`config.mk`:
```
export PLATFORM = sky130hd
export DESIGN_NAME = lsu_trigger_ctl_flat
export DESIGN_NICKNAME = d
export VERILOG_FILES = /design/src/rtl/lsu_trigger_ctl_if.sv /design/src/rtl/lsu_trigger_ctl.sv /design/src/flat_wrapper.sv
export SDC_FILE = /design/constraint.sdc
export NUM_CORES = 1
export LEC_CHECK = 0
export BUFFER_PORTS_ARGS = -buffer_cell sky130_fd_sc_hd__buf_4
export CAP_MARGIN = 15
export CORE_MARGIN = 2
export CORE_UTILIZATION = 48
export DETAILED_ROUTE_END_ITERATION = 7
export PLACE_DENSITY = 0.76
export SLEW_MARGIN = 15
export SYNTH_ARGS = -nofsm -noshare
export SYNTH_HDL_FRONTEND = slang
export SYNTH_SLANG_ARGS = --single-unit
export TNS_END_PERCENT = 20
```
`constraint.sdc`:
```
create_clock -name clk -period 1.7 [get_ports clk]
set_input_delay 0.085 -clock clk [delete_from_list [all_inputs] [get_ports clk]]
set_output_delay 0.085 -clock clk [all_outputs]
set_load 0.005 [all_outputs]
```
`src/rtl/lsu_trigger_ctl_if.sv`:
```
// rtl/lsu_trigger_ctl_if.sv - CSR configuration port and trigger event queue port of lsu_trigger_ctl
//
// Groups the two bus-like ports of the trigger controller:
//   cfg_*  : CSR-side configuration access. The write is strobed by cfg_wr_en.
//            cfg_rd_data is a combinational read of {cfg_idx, cfg_sel}.
//   evt_*  : valid/ready event stream toward the decode/exception unit.
//            evt_overflow is a sticky flag.
// Modports:
//   master : CSR + event consumer side (drives cfg_*, evt_ready)
//   slave  : the trigger controller (drives cfg_rd_data, evt_valid/mask/action/overflow)
interface lsu_trigger_ctl_if;
  logic        cfg_wr_en;
  logic [1:0]  cfg_idx;
  logic [1:0]  cfg_sel;
  logic [31:0] cfg_wr_data;
  logic [31:0] cfg_rd_data;

  logic        evt_valid;
  logic [3:0]  evt_mask;
  logic        evt_action;
  logic        evt_ready;
  logic        evt_overflow;

  modport master (
    output cfg_wr_en, cfg_idx, cfg_sel, cfg_wr_data, evt_ready,
    input  cfg_rd_data, evt_valid, evt_mask, evt_action, evt_overflow
  );

  modport slave (
    input  cfg_wr_en, cfg_idx, cfg_sel, cfg_wr_data, evt_ready,
    output cfg_rd_data, evt_valid, evt_mask, evt_action, evt_overflow
  );
endinterface

```
`src/rtl/lsu_trigger_ctl.sv`:
```
// rtl/lsu_trigger_ctl.sv - configuration and hit sequencing for the four LSU data/address triggers
//
// Purpose:
//   Holds the per-trigger tdata1 fields and the tdata2 compare value, and drives
//   them to the LSU match datapath. Raw matches from DC3 are qualified in a DC4
//   register against enable, chaining and flush. Formed events set sticky hit
//   bits and are queued in a 2-entry in-order FIFO toward decode/exception.
//
// Ports:
//   clk, rst          core clock, synchronous active-high reset
//   bus (slave)       cfg_* CSR access, evt_* event stream, evt_overflow
//   trig_load/store/select/match  per-trigger config, gated by enable
//   trig_tdata2       per-trigger compare value, gated by enable
//   match_dc3         raw per-trigger match from the datapath
//   lsu_valid_dc3     DC3 holds a valid non-DMA LSU op
//   flush_dc4         kill the op currently in DC4
//
// tdata1 layout: [0] load [1] store [2] select [3] match [4] chain [5] action [6] enable
module lsu_trigger_ctl (
  input  logic              clk,
  input  logic              rst,
  lsu_trigger_ctl_if.slave  bus,
  output logic [3:0]        trig_load,
  output logic [3:0]        trig_store,
  output logic [3:0]        trig_select,
  output logic [3:0]        trig_match,
  output logic [3:0][31:0]  trig_tdata2,
  input  logic [3:0]        match_dc3,
  input  logic              lsu_valid_dc3,
  input  logic              flush_dc4
);

  localparam logic [1:0] SEL_TDATA1 = 2'd0;
  localparam logic [1:0] SEL_TDATA2 = 2'd1;
  localparam logic [1:0] SEL_HIT    = 2'd2;

  // Per-trigger configuration, one bit of each vector per trigger
  logic [3:0]       cfg_load;
  logic [3:0]       cfg_store;
  logic [3:0]       cfg_select;
  logic [3:0]       cfg_match;
  logic [3:0]       cfg_chain;
  logic [3:0]       cfg_action;
  logic [3:0]       cfg_enable;
  logic [3:0][31:0] cfg_tdata2;

  logic [3:0]       hit;
  logic             overflow;
  logic [3:0]       q_dc4;

  // Event FIFO storage
  logic [1:0][3:0]  fifo_mask;
  logic [1:0]       fifo_action;
  logic             rd_ptr;
  logic             wr_ptr;
  logic [1:0]       count;

  // Write decode
  logic             wr_tdata1;
  logic             wr_tdata2;
  logic             wr_hit;
  logic [3:0]       hit_clr;
  logic             ovf_clr;

  // DC4 qualification
  logic [3:0]       fired;
  logic             evt_act_new;
  logic             form;
  logic             full;
  logic             pop;
  logic             push;
  logic             drop;

  logic [31:0]      rd_data;

  assign wr_tdata1 = bus.cfg_wr_en && (bus.cfg_sel == SEL_TDATA1);
  assign wr_tdata2 = bus.cfg_wr_en && (bus.cfg_sel == SEL_TDATA2);
  assign wr_hit    = bus.cfg_wr_en && (bus.cfg_sel == SEL_HIT);
  assign hit_clr   = (wr_hit && bus.cfg_wr_data[0]) ? (4'b0001 << bus.cfg_idx) : 4'b0000;
  assign ovf_clr   = wr_tdata1 && bus.cfg_wr_data[31];

  // Configuration registers
  always_ff @(posedge clk) begin
    if (rst) begin
      cfg_load   <= '0;
      cfg_store  <= '0;
      cfg_select <= '0;
      cfg_match  <= '0;
      cfg_chain  <= '0;
      cfg_action <= '0;
      cfg_enable <= '0;
      cfg_tdata2 <= '0;
    end else begin
      if (wr_tdata1) begin
        cfg_load[bus.cfg_idx]   <= bus.cfg_wr_data[0];
        cfg_store[bus.cfg_idx]  <= bus.cfg_wr_data[1];
        cfg_select[bus.cfg_idx] <= bus.cfg_wr_data[2];
        cfg_match[bus.cfg_idx]  <= bus.cfg_wr_data[3];
        // Only the even trigger of a pair owns the chain bit
        cfg_chain[bus.cfg_idx]  <= bus.cfg_wr_data[4] & ~bus.cfg_idx[0];
        cfg_action[bus.cfg_idx] <= bus.cfg_wr_data[5];
        cfg_enable[bus.cfg_idx] <= bus.cfg_wr_data[6];
      end
      if (wr_tdata2) begin
        cfg_tdata2[bus.cfg_idx] <= bus.cfg_wr_data;
      end
    end
  end

  // Configuration to the match datapath, suppressed for disabled triggers
  assign trig_load   = cfg_load   & cfg_enable;
  assign trig_store  = cfg_store  & cfg_enable;
  assign trig_select = cfg_select & cfg_enable;
  assign trig_match  = cfg_match  & cfg_enable;

  always_comb begin
    trig_tdata2 = '0;
    for (int i = 0; i < 4; i++) begin
      if (cfg_enable[i]) begin
        trig_tdata2[i] = cfg_tdata2[i];
      end
    end
  end

  // DC4 qualification: chaining pairs must both match, and the action comes
  // from the lowest fired trigger (the odd one when the pair is chained).
  always_comb begin
    fired = q_dc4;
    for (int k = 0; k < 2; k++) begin
      if (cfg_chain[2*k]) begin
        fired[2*k]   = q_dc4[2*k] & q_dc4[2*k+1];
        fired[2*k+1] = q_dc4[2*k] & q_dc4[2*k+1];
      end
    end

    // Evaluated from highest to lowest index so the lowest fired trigger wins
    evt_act_new = 1'b0;
    if (fired[3]) evt_act_new = cfg_action[3];
    if (fired[2]) evt_act_new = cfg_chain[2] ? cfg_action[3] : cfg_action[2];
    if (fired[1]) evt_act_new = cfg_action[1];
    if (fired[0]) evt_act_new = cfg_chain[0] ? cfg_action[1] : cfg_action[0];
  end

  assign form = (|fired) & ~flush_dc4;
  assign full = (count == 2'd2);
  assign pop  = bus.evt_valid & bus.evt_ready;
  // A pop frees the slot the push lands in, so full+pop still accepts the event
  assign push = form & (~full | pop);
  assign drop = form & full & ~pop;

  // DC4 capture, sticky hit and overflow status
  always_ff @(posedge clk) begin
    if (rst) begin
      q_dc4    <= '0;
      hit      <= '0;
      overflow <= 1'b0;
    end else begin
      // Uses the enable in place before this edge, matching the config the
      // datapath used to generate match_dc3
      q_dc4    <= match_dc3 & {4{lsu_valid_dc3}} & cfg_enable;
      // Set dominates a same-cycle clear
      hit      <= (hit & ~hit_clr) | (form ? fired : 4'b0000);
      overflow <= (overflow & ~ovf_clr) | drop;
    end
  end

  // Event FIFO
  always_ff @(posedge clk) begin
    if (rst) begin
      fifo_mask   <= '0;
      fifo_action <= '0;
      rd_ptr      <= 1'b0;
      wr_ptr      <= 1'b0;
      count       <= 2'd0;
    end else begin
      if (push) begin
        fifo_mask[wr_ptr]   <= fired;
        fifo_action[wr_ptr] <= evt_act_new;
        wr_ptr              <= ~wr_ptr;
      end
      if (pop) begin
        rd_ptr <= ~rd_ptr;
      end
      count <= count + {1'b0, push} - {1'b0, pop};
    end
  end

  assign bus.evt_valid    = (count != 2'd0);
  assign bus.evt_mask     = bus.evt_valid ? fifo_mask[rd_ptr] : 4'b0000;
  assign bus.evt_action   = bus.evt_valid ? fifo_action[rd_ptr] : 1'b0;
  assign bus.evt_overflow = overflow;

  // CSR read
  always_comb begin
    rd_data = '0;
    case (bus.cfg_sel)
      SEL_TDATA1: rd_data = {25'b0,
                             cfg_enable[bus.cfg_idx],
                             cfg_action[bus.cfg_idx],
                             cfg_chain[bus.cfg_idx],
                             cfg_match[bus.cfg_idx],
                             cfg_select[bus.cfg_idx],
                             cfg_store[bus.cfg_idx],
                             cfg_load[bus.cfg_idx]};
      SEL_TDATA2: rd_data = cfg_tdata2[bus.cfg_idx];
      SEL_HIT:    rd_data = {31'b0, hit[bus.cfg_idx]};
      default:    rd_data = '0;
    endcase
    rd_data[31] = 1'b0;
  end

  assign bus.cfg_rd_data = rd_data;

endmodule

```
`src/flat_wrapper.sv`:
```
// flat-port wrapper written by rule: the top's interface ports become plain ports
module lsu_trigger_ctl_flat 
  (clk, rst, trig_load, trig_store, trig_select, trig_match, trig_tdata2, match_dc3, lsu_valid_dc3, flush_dc4, bus_cfg_wr_en, bus_cfg_idx, bus_cfg_sel, bus_cfg_wr_data, bus_evt_ready, bus_cfg_rd_data, bus_evt_valid, bus_evt_mask, bus_evt_action, bus_evt_overflow);
  lsu_trigger_ctl_if bus_i ();
  input  logic clk;
  input  logic rst;
  output logic [3:0] trig_load;
  output logic [3:0] trig_store;
  output logic [3:0] trig_select;
  output logic [3:0] trig_match;
  output logic [3:0][31:0] trig_tdata2;
  input  logic [3:0] match_dc3;
  input  logic lsu_valid_dc3;
  input  logic flush_dc4;
  input wire logic [$bits(bus_i.cfg_wr_en)-1:0] bus_cfg_wr_en;
  input wire logic [$bits(bus_i.cfg_idx)-1:0] bus_cfg_idx;
  input wire logic [$bits(bus_i.cfg_sel)-1:0] bus_cfg_sel;
  input wire logic [$bits(bus_i.cfg_wr_data)-1:0] bus_cfg_wr_data;
  input wire logic [$bits(bus_i.evt_ready)-1:0] bus_evt_ready;
  output wire logic [$bits(bus_i.cfg_rd_data)-1:0] bus_cfg_rd_data;
  output wire logic [$bits(bus_i.evt_valid)-1:0] bus_evt_valid;
  output wire logic [$bits(bus_i.evt_mask)-1:0] bus_evt_mask;
  output wire logic [$bits(bus_i.evt_action)-1:0] bus_evt_action;
  output wire logic [$bits(bus_i.evt_overflow)-1:0] bus_evt_overflow;
  assign bus_i.cfg_wr_en = bus_cfg_wr_en;
  assign bus_i.cfg_idx = bus_cfg_idx;
  assign bus_i.cfg_sel = bus_cfg_sel;
  assign bus_i.cfg_wr_data = bus_cfg_wr_data;
  assign bus_i.evt_ready = bus_evt_ready;
  assign bus_cfg_rd_data = bus_i.cfg_rd_data;
  assign bus_evt_valid = bus_i.evt_valid;
  assign bus_evt_mask = bus_i.evt_mask;
  assign bus_evt_action = bus_i.evt_action;
  assign bus_evt_overflow = bus_i.evt_overflow;
  lsu_trigger_ctl u_core (.clk(clk), .rst(rst), .bus(bus_i), .trig_load(trig_load), .trig_store(trig_store), .trig_select(trig_select), .trig_match(trig_match), .trig_tdata2(trig_tdata2), .match_dc3(match_dc3), .lsu_valid_dc3(lsu_valid_dc3), .flush_dc4(flush_dc4));
endmodule
```
---- Yosys cells after proc, flatten, opt, wreduce, memory -nomap -nowiden ----
Cells that the tools add are included.
word-level totals
  bits in registers ....................... 179
  input bits .............................. 46
  output and inout bits ................... 183
  word-level logic and storage cells ...... 125
operators by class
  $add $sub $neg .......................... 2
  $lt $le $gt $ge ......................... 5
  equality and inequality tests ........... 3
  shift-type cells ........................ 1
  muxes and demuxes ....................... 57
  bitwise gates (word level) .............. 27
  reductions and logical operators ........ 10
operators with widths
  kind                 count
  $mux 32              5
  $bwmux 128           1
  $pmux 31 s3          1
  $bmux 32 s2          1
  $demux 32 s2         1
  $mux 31              1
  $and 4x4->4          7
  $bwmux 4             7
  $mux 4               6
  $mux 1               19
  $bmux 1 s2           8
  $and 1x1->1          9
  $bwmux 8             1
  $logic_and 1x1->1    7
  $not 1->1            7
  $demux 4 s1          1
  $eq 2x2->1 const B   2
  $lt 1x2->1 const B   2
  $mux 2               2
  $not 4->4            1
  $or 4x4->4           1
  $reduce_or 4->1      1
  $shl 1x2->4 const A  1
  $lt 2x3->1 const B   1
  11 further kinds     12

---- Logic depth before layout (Yosys ltp) ----
Gate-level depths: netlist of run 1.
  depth after elaboration ................. 7
  gate-level depth with buffers ........... 7

---- Worst setup path before layout of run 1 ----
Ideal clock, no wire load.
  path type ............................... register to register
  start point ............................. register u_core.q_dc4[2]
  end point ............................... register u_core.fifo_action[0]
  library setup time ...................... 130 ps
  arrival ................................. 1,623 ps
  data required time ...................... 1,570 ps
  path slack .............................. -53 ps
  cell stages (with the launch flop) ...... 6
  path buffers ............................ 1
  clock period less this slack ............ 1,753 ps
  path through ............................ dfxtp_1 > or2_0 > a222oi_1 > buf_4 > or2_2 > o41ai_1
on the way
  word-level cells in the longest chain between the ends .. 7
ends and longest elaborated chain
  element                         RTL line                                        RTL
  start: declaration              lsu_trigger_ctl.sv:49                           logic [3:0] q_dc4;
  start signal: assignment        lsu_trigger_ctl.sv:160                          q_dc4 <= match_dc3 & {4{lsu_valid_dc3}} & cfg_enable;
  $and 1x1->1                     lsu_trigger_ctl.sv:131, lsu_trigger_ctl.sv:132
  $mux 2 *                        lsu_trigger_ctl.sv:130                          if (cfg_chain[2*k]) begin
  $mux 1                          lsu_trigger_ctl.sv:138                          if (fired[3]) evt_act_new = cfg_action[3];
  $mux 1                          lsu_trigger_ctl.sv:139                          if (fired[2]) evt_act_new = cfg_chain[2] ? cfg_action[3] : cfg_action[2];
  $mux 1                          lsu_trigger_ctl.sv:140                          if (fired[1]) evt_act_new = cfg_action[1];
  $mux 1                          lsu_trigger_ctl.sv:141                          if (fired[0]) evt_act_new = cfg_chain[0] ? cfg_action[1] : cfg_action[0];
  $bwmux 2                        lsu_trigger_ctl.sv:178                          fifo_action[wr_ptr] <= evt_act_new;
  end signal: indexed assignment  lsu_trigger_ctl.sv:178
  end: declaration                lsu_trigger_ctl.sv:53                           logic [1:0] fifo_action;
Every way passes the cells marked *; elsewhere a longest branch is shown, timed or not.
A chain may end at the register's enable or synchronous reset.

---- Worst setup path after layout of run 1 ----
  start point ............................. register u_core.cfg_store[3]
  end point ............................... output bus_cfg_rd_data[1]
on the way
  word-level cells in the longest chain between the ends .. 3
ends and longest elaborated chain
  element                           RTL line                RTL
  start: declaration                lsu_trigger_ctl.sv:39   logic [3:0] cfg_store;
  start signal: indexed assignment  lsu_trigger_ctl.sv:96   cfg_store[bus.cfg_idx] <= bus.cfg_wr_data[1];
  $bmux 1 s2                        lsu_trigger_ctl.sv:203  cfg_store[bus.cfg_idx],
  $mux 1 (implied by the code)      lsu_trigger_ctl.sv:203
  $pmux 31 s3                       lsu_trigger_ctl.sv:196  case (bus.cfg_sel)
  end: declaration                  flat_wrapper.sv:20      output wire logic [$bits(bus_i.cfg_rd_data)-1:0] bus_cfg_rd_data;
Every way passes these cells. The select of a mux whose other input is x is not followed.

==> results of run 1 <==
[timing repair]
item,CTS,global route
resized for setup,8,7
hold buffers,37,0
endpoints found under the setup margin,7,9
pin swaps,1,1
hold endpoints to repair,159,0
buffers inserted,2,0
[how the worst max path moves through the flow]
stage                             start                     to  slack (ps)  cells past startpoint
detailed placement      u_core.q_dc4[1]  u_core.fifo_action[0]         100                      5
global route        u_core.cfg_store[3]     bus_cfg_rd_data[1]         -90                      4
floorplan               u_core.q_dc4[3]  u_core.fifo_action[0]          -4                      5
CTS                 u_core.cfg_store[3]     bus_cfg_rd_data[1]         -60                      4
finish              u_core.cfg_store[3]     bus_cfg_rd_data[1]         -60                      4
global placement         bus_cfg_idx[0]     bus_cfg_rd_data[1]         150                      6
[sequential cells by signal, summed over array words and instances, names as in the netlist, 2 cells and up]
name	flops
u_core.cfg_load	4
u_core.cfg_store	4
u_core.cfg_select	4
u_core.cfg_tdata2	128
u_core.cfg_chain	4
u_core.fifo_action	2
u_core.hit	4
u_core.cfg_enable	4
u_core.fifo_mask	8
u_core.cfg_action	4
u_core.count	2
u_core.q_dc4	4
u_core.cfg_match	4
[worst reg2reg max path: stages, from the launching register on]
cell      delay, ps
dfxtp_2         340
or2_0           210
a222oi_1        490
buf_12          240
or2_4           140
o41ai_1          60
[power by group through the flow]
stage	registers, mW	logic [mW]	clock network (mW)
5_1_grt	4.33	0.899	4.61
4_1_cts	4.32	0.832	4.40
2_1_floorplan	4.38	0.449	0
6_report	4.32	0.837	4.37
3_5_place_dp	4.41	0.758	0
3_3_place_gp	4.41	0.743	0
[layout make-up]
class	instances	share of cell area [%]
well taps	229	2.40
multi-input cells	801	40.9
inverters	6	0.189
repair buffers	305	20.7
clock inverters	14	1.88
clock buffers	18	3.68
flip-flops and latches	179	30.2
[per-layer routing]
layer,vias to the layer above,share of wire [%],global-route usage [%]
met4,0,3.4,12.1
met3,69,7.3,5.61
met2,376,48,47.4
met5,-,0,0
met1,4126,41,36.0
li1,4047,-,-
[layout by cell type (no fill, tap or decap), types with 2 or more instances in the layout]
cell           synthesis  layout
or2_1                  2       2
a21oi_2                9       9
clkinv_4               0       3
inv_6                  0       4
nor2_1                29      26
nor3_2                 2       3
mux2i_1               18      18
nand2_1              283     283
nor2b_1                7       6
and2_1               168     167
nand4b_1               2       2
buf_12                 0       7
nor3b_1                2       2
clkbuf_16              0      17
o21ai_0                9       9
nand3_1               23      20
o21ai_2                8       8
a21oi_1              150     150
bufinv_16              0       5
nor2_4                 0       3
nor3b_2                2       2
nand3_2                0       3
and3_1                 6       6
mux4_2                39      39
inv_1                  6       6
or3_1                  2       2
dlygate4sd3_1          0      37
dfxtp_2                0      17
buf_4                  2     260
o41ai_1                2       2
or3_2                  6       6
or2_2                  3       2
nand2b_1               3       3
o21ai_1                3       3
xnor2_1                3       3
o21a_1                 5       5
dfxtp_1              179     162
[kinds of logic (layout without fill, tap and decap cells)]
| family | count (synthesis) | in the layout | synth area share [%] |
|---|---|---|---|
| and+or+nand+nor | 547 | 547 | 30.1 |
| buffers and inverters | 98 | 343 | 4.62 |
| muxes | 57 | 57 | 12.0 |
| DFF | 179 | 179 | 40.7 |
| AOI/OAI and AO/OA | 191 | 191 | 12.0 |
| other | 1 | 1 | 0.0426 |
| xor gates and xnor gates | 3 | 3 | 0.298 |
| adders and majority gates | 2 | 2 | 0.256 |
==> reports/qor.txt, run 1 <==
Register area share after synthesis = 40.7%
Detailed placement HPWL = 18,800 um
Worst slew margin = 47.9%
ANT nets after route = 0
Worst hold path class = primary input to flip-flop
Max stage delay on crit path = 510 ps
Sequential Power Share = 45.3%
Critical path, cell by cell = mux4_2 > mux2i_1 > nor2_1 > buf_4
DR DRC count = 0
Largest net degree at the start of global routing = 60
CP bufs+invs = 1
Final hold slack = 71.3 ps
Ant diodes = 0
Fmax = 568 MHz
YS warnings = 0
Area grow syn2layout = 35.3%
RSZ-0062 raised after global routing = true
First-pass GRT wire length = 43,900 um
Switching share of total power = 23.3%
CTS Buf Count = 17
Worst slew pin tran = 781 ps
Worst slack at placement = 102 ps
Synthesized area per cell = 8.17 um2
Clk sinks = 179
Synth top area cells = dfxtp_1, nand2_1, and2_1, mux4_2, a21oi_1
Internal power = 7.30 mW
Post-synth top area share = 40.7%
Nets = 1,357
Pwr Density = 799 mW/mm2
Final count of hold timing violations = 0
Worst Hold Endpoint = u_core.hit[1]
Fin crit share = 104%
Non-Filler Instances = 1,552
Critical path's top delay family = multiplexers
Crit-path max FO = 2
Reg-to-reg endpoint = u_core.fifo_action[0]
Clock root buffer = clkbuf_16
Core ar. = 0.0180 mm2
Failing checks = negative setup slack
Die Wd = 139 um
R2r startpoint = u_core.q_dc4[3]
CTS Buffer Depth = 2
CP Launch Type = flip-flop
Final min period = 1760 ps
Detailed Route WL = 28,100 um
Port buffer count = 227
Final setup margin = -61.4 ps
#FFs+latches synth = 179
Net Switching = 2.22 mW
Vias/cell = 5.55
TritonCTS clock tree = yes
Top-count cell post-synth = nand2_1
Reg clk slew, reported paths = 60 ps
Fillers = 1,491
Worst-skew pair later-pin latency = 430 ps
Leakage Power = 4.72 nW
Crit path max-delay cell type = mux4_2
Register-to-Register Setup Slack = 90 ps
Cells after Synth = 1,078
Sum Neg Setup Slack = -148 ps
Iter 0 DRT Violations = 651
Yosys cell types = 45
Die ar. = 0.0195 mm2
Initial antenna violation count = 0
Final Power = 9.53 mW
EDFF count, synth = 0
Area after DPL = 0.0109 mm2
Setup CP Type = flip-flop to output pin
Number of max-cap violations = 0
Reg2Reg Depth = 5
GRT Residual Overflow = 0
Wire length per cell = 18.1 um
Multi-input logic area = 0.00487 mm2
Total I/O pin count = 229
Peak supply drop = 757 uV
Final setup viols = 6
Post-route cell area = 0.0119 mm2
Vias in the first global route = 8,269
# placed instances = 1,481
Syn_nets = 1,125
GP Congestion = 0.863
Status = complete, but fails checks
Top cell type by total area after synthesis = dfxtp_1
Core Util, Final = 66.4%
Skew final = 4.61 ps
Worst setup EP type = output pin
Via count = 8,618
Height of the die = 139 um
Starting Density = 49.0%
# H-tree levels = 4
Synth Flop Type = dfxtp_1
Hold Path Stages = 2
Clk network pwr share = 45.9%
Commonest cells post-synth = nand2_1, dfxtp_1, and2_1, a21oi_1, clkbuf_1
Worst path arrival time = 1680 ps
Share of layout cells above drive strength 1 = 29.9%
Post-Syn Area = 0.00881 mm2
CP required = 1620 ps
Register cell area after layout = 0.00360 mm2
Total iterations of the first detailed-routing run = 5
Gate power share = 8.8%
FFs w/ async S/R, synth = 0%
HP Start = rst
GRT Util Overall = 28.4%
FP Rows = 49
Max-slew violation count = 0
Power figures use the tool's default switching activity.
==> run 2, diff against run 1 <==
Settings changed: CORE_MARGIN 2 to unset, CORE_UTILIZATION 48 to 50, SLEW_MARGIN 15 to unset.
Clock period 1.7 ns to 2 ns, I/O delays scaled along.
==> reports/qor.txt, run 2 (synthesized netlist as in run 1, its figures left out) <==
Starting Density = 51.1% (+2.1 points)
Total I/O pin count = 229 (unchanged)
Final count of hold timing violations = 0 (unchanged)
Reg clk slew, reported paths = 70 ps (about the same)
Die Wd = 135 um (-3.4%)
Core ar. = 0.0172 mm2 (-4.0%)
Detailed placement HPWL = 17,700 um (-5.9%)
CP startpoint = u_core.cfg_tdata2[101]
Worst path arrival time = 1720 ps (+40 ps)
Vias/cell = 5.56 (+0.19%)
# hold bufs at CTS = 37 (unchanged)
Share of layout cells above drive strength 1 = 27.8% (-2.2 points)
Setup bufs post-CTS = 0 (-2)
Wire length per cell = 17.9 um (-1.1%)
Status = finished, final reports clean
Worst-skew pair later-pin latency = 430 ps (about the same)
Total iterations of the first detailed-routing run = 5 (unchanged)
Largest net degree at the start of global routing = 57 (-5.0%)
Worst slew margin = 47.3% (-0.64 points)
Via count = 8,551 (-0.78%)
Detailed Route WL = 27,500 um (-2.1%)
Nets = 1,345 (-0.88%)
Worst slew pin tran = 791 ps (+9.67 ps)
Setup CP Type = flip-flop to output pin
Max stage delay on crit path = 500 ps (about the same)
TritonCTS clock tree = yes
Final setup viols = 0 (-6)
Fillers = 1,414 (-5.2%)
Crit-path max FO = 3 (+1)
Skew final = 6.93 ps (+2.33 ps)
Crit path max-delay cell type = mux4_2
Number of max-cap violations = 0 (unchanged)
Max FFs per register = 128 (unchanged)
Most flop-heavy register = u_core.cfg_tdata2
CP Launch Type = flip-flop
Max-slew violation count = 0 (unchanged)
First-pass GRT wire length = 43,100 um (-1.9%)
FP Rows = 48 (-2.0%)
Final min period = 1820 ps
R2r startpoint = u_core.q_dc4[2]
Critical path, cell by cell = mux4_2 > mux2i_1 > nor2_1 > buf_4
Vias in the first global route = 8,188 (-0.98%)
Worst slack at placement = 306 ps (+203 ps)
Worst hold path class = primary input to flip-flop
CP bufs+invs = 1 (unchanged)
Sum Neg Setup Slack = 0 ps (+148 ps)
Resize count post-CTS = 0 (-8)
Die ar. = 0.0182 mm2 (-6.7%)
ANT nets after route = 0 (unchanged)
Commonest non-fill, non-tap cells in the layout = nand2_1, buf_4, dfxtp_1
Critical path's top delay family = multiplexers
Port buffer count = 227 (unchanged)
Leakage Power = 4.61 nW (-2.3%)
Peak supply drop = 607 uV (-20%)
Final setup margin = 177 ps (+238 ps)
CP required = 1900 ps (+280 ps)
CTS Buf Count = 17 (unchanged)
# H-tree levels = 4 (unchanged)
RSZ-0062 raised after global routing = false
Area grow syn2layout = 33.0%
CTS Buffer Depth = 2 (unchanged)
GP Congestion = 0.847 (-2.0%)
Iter 0 DRT Violations = 767 (+18%)
HP Start = bus_evt_ready
DR DRC count = 0 (unchanged)
Worst setup EP type = output pin
Core Util, Final = 68.0% (+1.6 points)
Fmax = 549 MHz
Pwr Density = 666 mW/mm2 (-17%)
Fin crit share = 91.1%
Biggest regs = u_core.cfg_tdata2 x128, u_core.fifo_mask x8
Height of the die = 135 um (-3.4%)
Commonest non-fill, non-tap cell in the layout = nand2_1
Clk sinks = 179 (unchanged)
GRT Residual Overflow = 0 (unchanged)
Clock root buffer = clkbuf_16
Initial antenna violation count = 0 (unchanged)
GRT Util Overall = 30.5% (+2.1 points)
[run 2: changes by cell type in the layout (fill, tap and decap cells not counted), moves of 2 or more]
| cell | before | now |
|---|---|---|
| nand3_1 | 20 | 22 |
| dfxtp_2 | 17 | 0 |
| nand3_2 | 3 | 1 |
| buf_4 | 260 | 249 |
| nor2_2 | 0 | 2 |
| clkinvlp_4 | 1 | 3 |
| dfxtp_1 | 162 | 179 |
| bufinv_16 | 5 | 3 |
| nor2_4 | 3 | 1 |
| clkinv_2 | 1 | 3 |
[run 2: worst paths after layout]
| kind | depth (start not counted) | end | slack (ps) |
|---|---|---|---|
| setup / recovery | 4 | bus_cfg_rd_data[5] | 180 |
| setup reg to reg | 5 | u_core.fifo_action[0] | 320 |
| hold reg to reg | 2 | u_core.cfg_tdata2[63] | 450 |
| hold / removal | 4 | u_core.bus.evt_overflow | 40 |
[run 2: through the flow]
stage / instance area [um2] / total power [mW] / hold slack (ps) / instances
2_1_floorplan: 8810 / 4.10 / 236 / 1078
3_3_place_gp: 10700 / 4.36 / 337 / 1467
6_report: 11700 / 7.80 / 39.9 / 1537
3_5_place_dp: 10700 / 4.38 / 335 / 1467
5_1_grt: 11700 / 8.05 / 66.2 / 1536
4_1_cts: 11700 / 7.83 / 27.5 / 1536
[run 2: cell type report]
cell class | count | area (um2) | share of cell area [%]
inverter | 6 | 22.5 | 0.192
timing repair buffer | 293 | 2380 | 20.3
tap | 225 | 282 | 2.40
multi-input combinational | 801 | 4850 | 41.3
clock buffer | 17 | 425 | 3.63
antenna | 1 | 2.50 | 0.0213
sequential | 179 | 3580 | 30.6
clock inverter | 15 | 180 | 1.54
[run 2: power breakdown]
| group | leakage, nW | switching [mW] | total, mW | internal, mW |
|---|---|---|---|---|
| registers | 1.44 | 0.0570 | 3.67 | 3.62 |
| clock network | 0.290 | 1.47 | 3.44 | 1.97 |
| logic | 2.88 | 0.384 | 0.690 | 0.306 |
| total | 4.61 | 1.91 | 7.80 | 5.90 |
[run 2: layer usage]
metal | part of all wire [%] | vias up | wire [um] | global-route usage [%]
li1 | - | 4007 | - | -
met1 | 41 | 4090 | 11400 | 39.0
met2 | 49 | 399 | 13500 | 52.1
met3 | 7.1 | 55 | 1940 | 4.54
met4 | 2.3 | 0 | 645 | 11.7
met5 | 0 | - | 0 | 0
[run 2: tightest hold or removal path: stages]
cell	delay, ps
buf_4	100
nor3b_2	80
nand2b_1	90
a21oi_1	60
==> run 3, diff against run 2 <==
Settings changed: GPL_TIMING_DRIVEN set to 0.
==> reports/qor.txt, run 3 (synthesized netlist as in run 1, its figures left out) <==
Status = complete, but fails checks
Failing checks = negative setup slack
Largest net degree at the start of global routing = 17 (-70%)
GRT Util Overall = 33.3% (+2.8 points)
ANT nets after route = 0 (unchanged)
Critical path's top delay family = buffers and inverters
Port buffer count = 220 (-3.1%)
Total iterations of the first detailed-routing run = 6 (+1)
Vias in the first global route = 8,463 (+3.4%)
Number of max-cap violations = 0 (unchanged)
Max stage delay on crit path = 520 ps (+20 ps)
Max FFs per register = 128 (unchanged)
CP required = 1900 ps (about the same)
Via count = 8,914 (+4.2%)
Final count of hold timing violations = 0 (unchanged)
Critical path, cell by cell = clkbuf_2 > clkbuf_1 > and2_1 > buf_4
Gate power share = 9.0% (+0.2 points)
Clk sinks = 179 (unchanged)
CTS Buf Count = 17 (unchanged)
Vias/cell = 5.63 (+1.2%)
Fillers = 1,420 (+0.42%)
Skew final = 4.57 ps (-2.36 ps)
Die Wd = 135 um (unchanged)
CP bufs+invs = 3 (+2)
Nets = 1,397 (+3.9%)
Ant diodes = 0 (-1)
RSZ-0062 raised after global routing = true
Worst path arrival time = 1940 ps (+220 ps)
Register cell area after layout = 0.00358 mm2 (about the same)
Final min period = 2040 ps (+216 ps)
Clock root buffer = clkbuf_16
Multi-input logic area = 0.00483 mm2 (-0.36%)
Worst slew margin = 50.4% (+3.1 points)
Biggest regs = u_core.cfg_tdata2 x128, u_core.fifo_mask x8
Commonest non-fill, non-tap cells in the layout = nand2_1, buf_4, dfxtp_1
Area after DPL = 0.0107 mm2 (about the same)
Reg clk slew, reported paths = 60 ps (about the same)
Detailed placement HPWL = 21,700 um (+23%)
Worst setup EP type = output pin
Switching share of total power = 23.4% (-1.1 points)
Max-slew violation count = 0 (unchanged)
Starting Density = 51.1% (unchanged)
Crit path max-delay cell type = clkbuf_1
Core ar. = 0.0172 mm2 (unchanged)
Post-route cell area = 0.0117 mm2 (-0.14%)
Final setup margin = -39.0 ps (-216 ps)
Initial antenna violation count = 0 (unchanged)
Die ar. = 0.0182 mm2 (unchanged)
Fin crit share = 102% (+11 points)
First-pass GRT wire length = 46,300 um (+7.3%)
Total I/O pin count = 229 (unchanged)
Clk network pwr share = 44.2% (about the same)
Pwr Density = 669 mW/mm2 (+0.41%)
DR DRC count = 0 (unchanged)
Detailed Route WL = 30,200 um (+9.7%)
CP Launch Type = flip-flop
Fmax = 490 MHz (-11%)
Share of layout cells above drive strength 1 = 25.8% (-1.9 points)
Peak supply drop = 592 uV (-2.5%)
Net Switching = 1.83 mW (-4.1%)
GP Congestion = 0.844 (-0.32%)
Worst slew pin tran = 738 ps (-52.6 ps)
FP Rows = 48 (unchanged)
Sequential Power Share = 46.8% (-0.3 points)
Setup CP Type = flip-flop to output pin
GRT Residual Overflow = 0 (unchanged)
Height of the die = 135 um (unchanged)
Crit-path max FO = 10 (+7)
Leakage Power = 4.61 nW (about the same)
Most flop-heavy register = u_core.cfg_tdata2
CTS Buffer Depth = 2 (unchanged)
TritonCTS clock tree = yes
Final setup viols = 10 (+10)
Wire length per cell = 19.0 um (+6.4%)
Worst-skew pair later-pin latency = 440 ps (about the same)
Internal power = 6.00 mW (+1.7%)
Commonest non-fill, non-tap cell in the layout = nand2_1
# H-tree levels = 4 (unchanged)
Final hold slack = 15.2 ps (-24.6 ps)
Iter 0 DRT Violations = 811 (+5.7%)
Worst hold path class = primary input to flip-flop
Area grow syn2layout = 32.8%
## run 3: cell types whose count changed in the layout (fill, tap and decap cells not counted), moves of 3 or more
cell | previous run | this run
buf_12 | 7 | 0
buf_2 | 0 | 13
buf_4 | 249 | 226
clkbuf_1 | 0 | 63
clkbuf_2 | 0 | 8
clkbuf_4 | 0 | 3
clkbuf_8 | 0 | 5
clkinv_4 | 3 | 0
clkinvlp_4 | 3 | 0
dlygate4sd3_1 | 37 | 31
inv_6 | 3 | 0
nor2_1 | 26 | 29
## run 3: timing repair
action	4_1_cts	5_1_grt
hold buffers	31	0
setup endpoints to repair	90	62
endpoints found under the hold margin	114	0
pin swaps	1	1
gates resized for setup	9	12
buffers inserted	0	2
## run 3: worst reg2reg max path: cells and delay by family (launching register included)
family	cells	cell delay [ps]
fa+ha+maj	1	370
flops	1	330
simple gates	4	980
## run 3: metal layers
layer | up-vias | GRT usage (%) | wire length [um]
met1 | 4214 | 42.3 | 12200
met4 | 0 | 13.7 | 861
met3 | 66 | 7.85 | 2900
li1 | 4120 | - | -
met5 | - | 0 | 0
met2 | 514 | 54.5 | 14200
## run 3: layout make-up
cell class	count	share of cell area, %
repair buffers	253	16.9
well taps	225	2.41
multi-input cells	801	41.3
plain buffers	92	3.53
clock inverters	5	0.855
flip-flops and latches	179	30.6
clock buffers	23	4.25
inverters	6	0.192
## run 3: power by group through the flow
stage	logic, mW	clock network [mW]	registers [mW]
6_report	0.706	3.46	3.66
5_1_grt	0.753	3.60	3.66
4_1_cts	0.692	3.45	3.66
3_5_place_dp	0.637	0	3.74
3_3_place_gp	0.628	0	3.73
2_1_floorplan	0.382	0	3.72
## run 3: worst paths after layout
path | start | endpoint | slack [ps] | cells after the start
setup reg to reg | u_core.count[0] | u_core.count[1] | 190 | 5
setup / recovery | u_core.cfg_enable[2] | trig_tdata2[93] | -40 | 4
hold / removal | bus_evt_ready | u_core.bus.evt_overflow | 20 | 4
hold reg to reg | u_core.cfg_tdata2[63] | u_core.cfg_tdata2[63] | 460 | 2
## run 3: metrics by stage
stage          power [mW]  cells  TNS [ps]  util (%)  worst slack, ps
6_report             7.83   1584      -245      67.9            -39.0
5_1_grt              8.02   1584      -702      67.9            -77.1
4_1_cts              7.80   1582         0      67.7             3.65
3_5_place_dp         4.37   1523     -2410      62.3             -132
3_3_place_gp         4.36   1523     -1130      62.3             -128
2_1_floorplan        4.10   1078         0         -              247
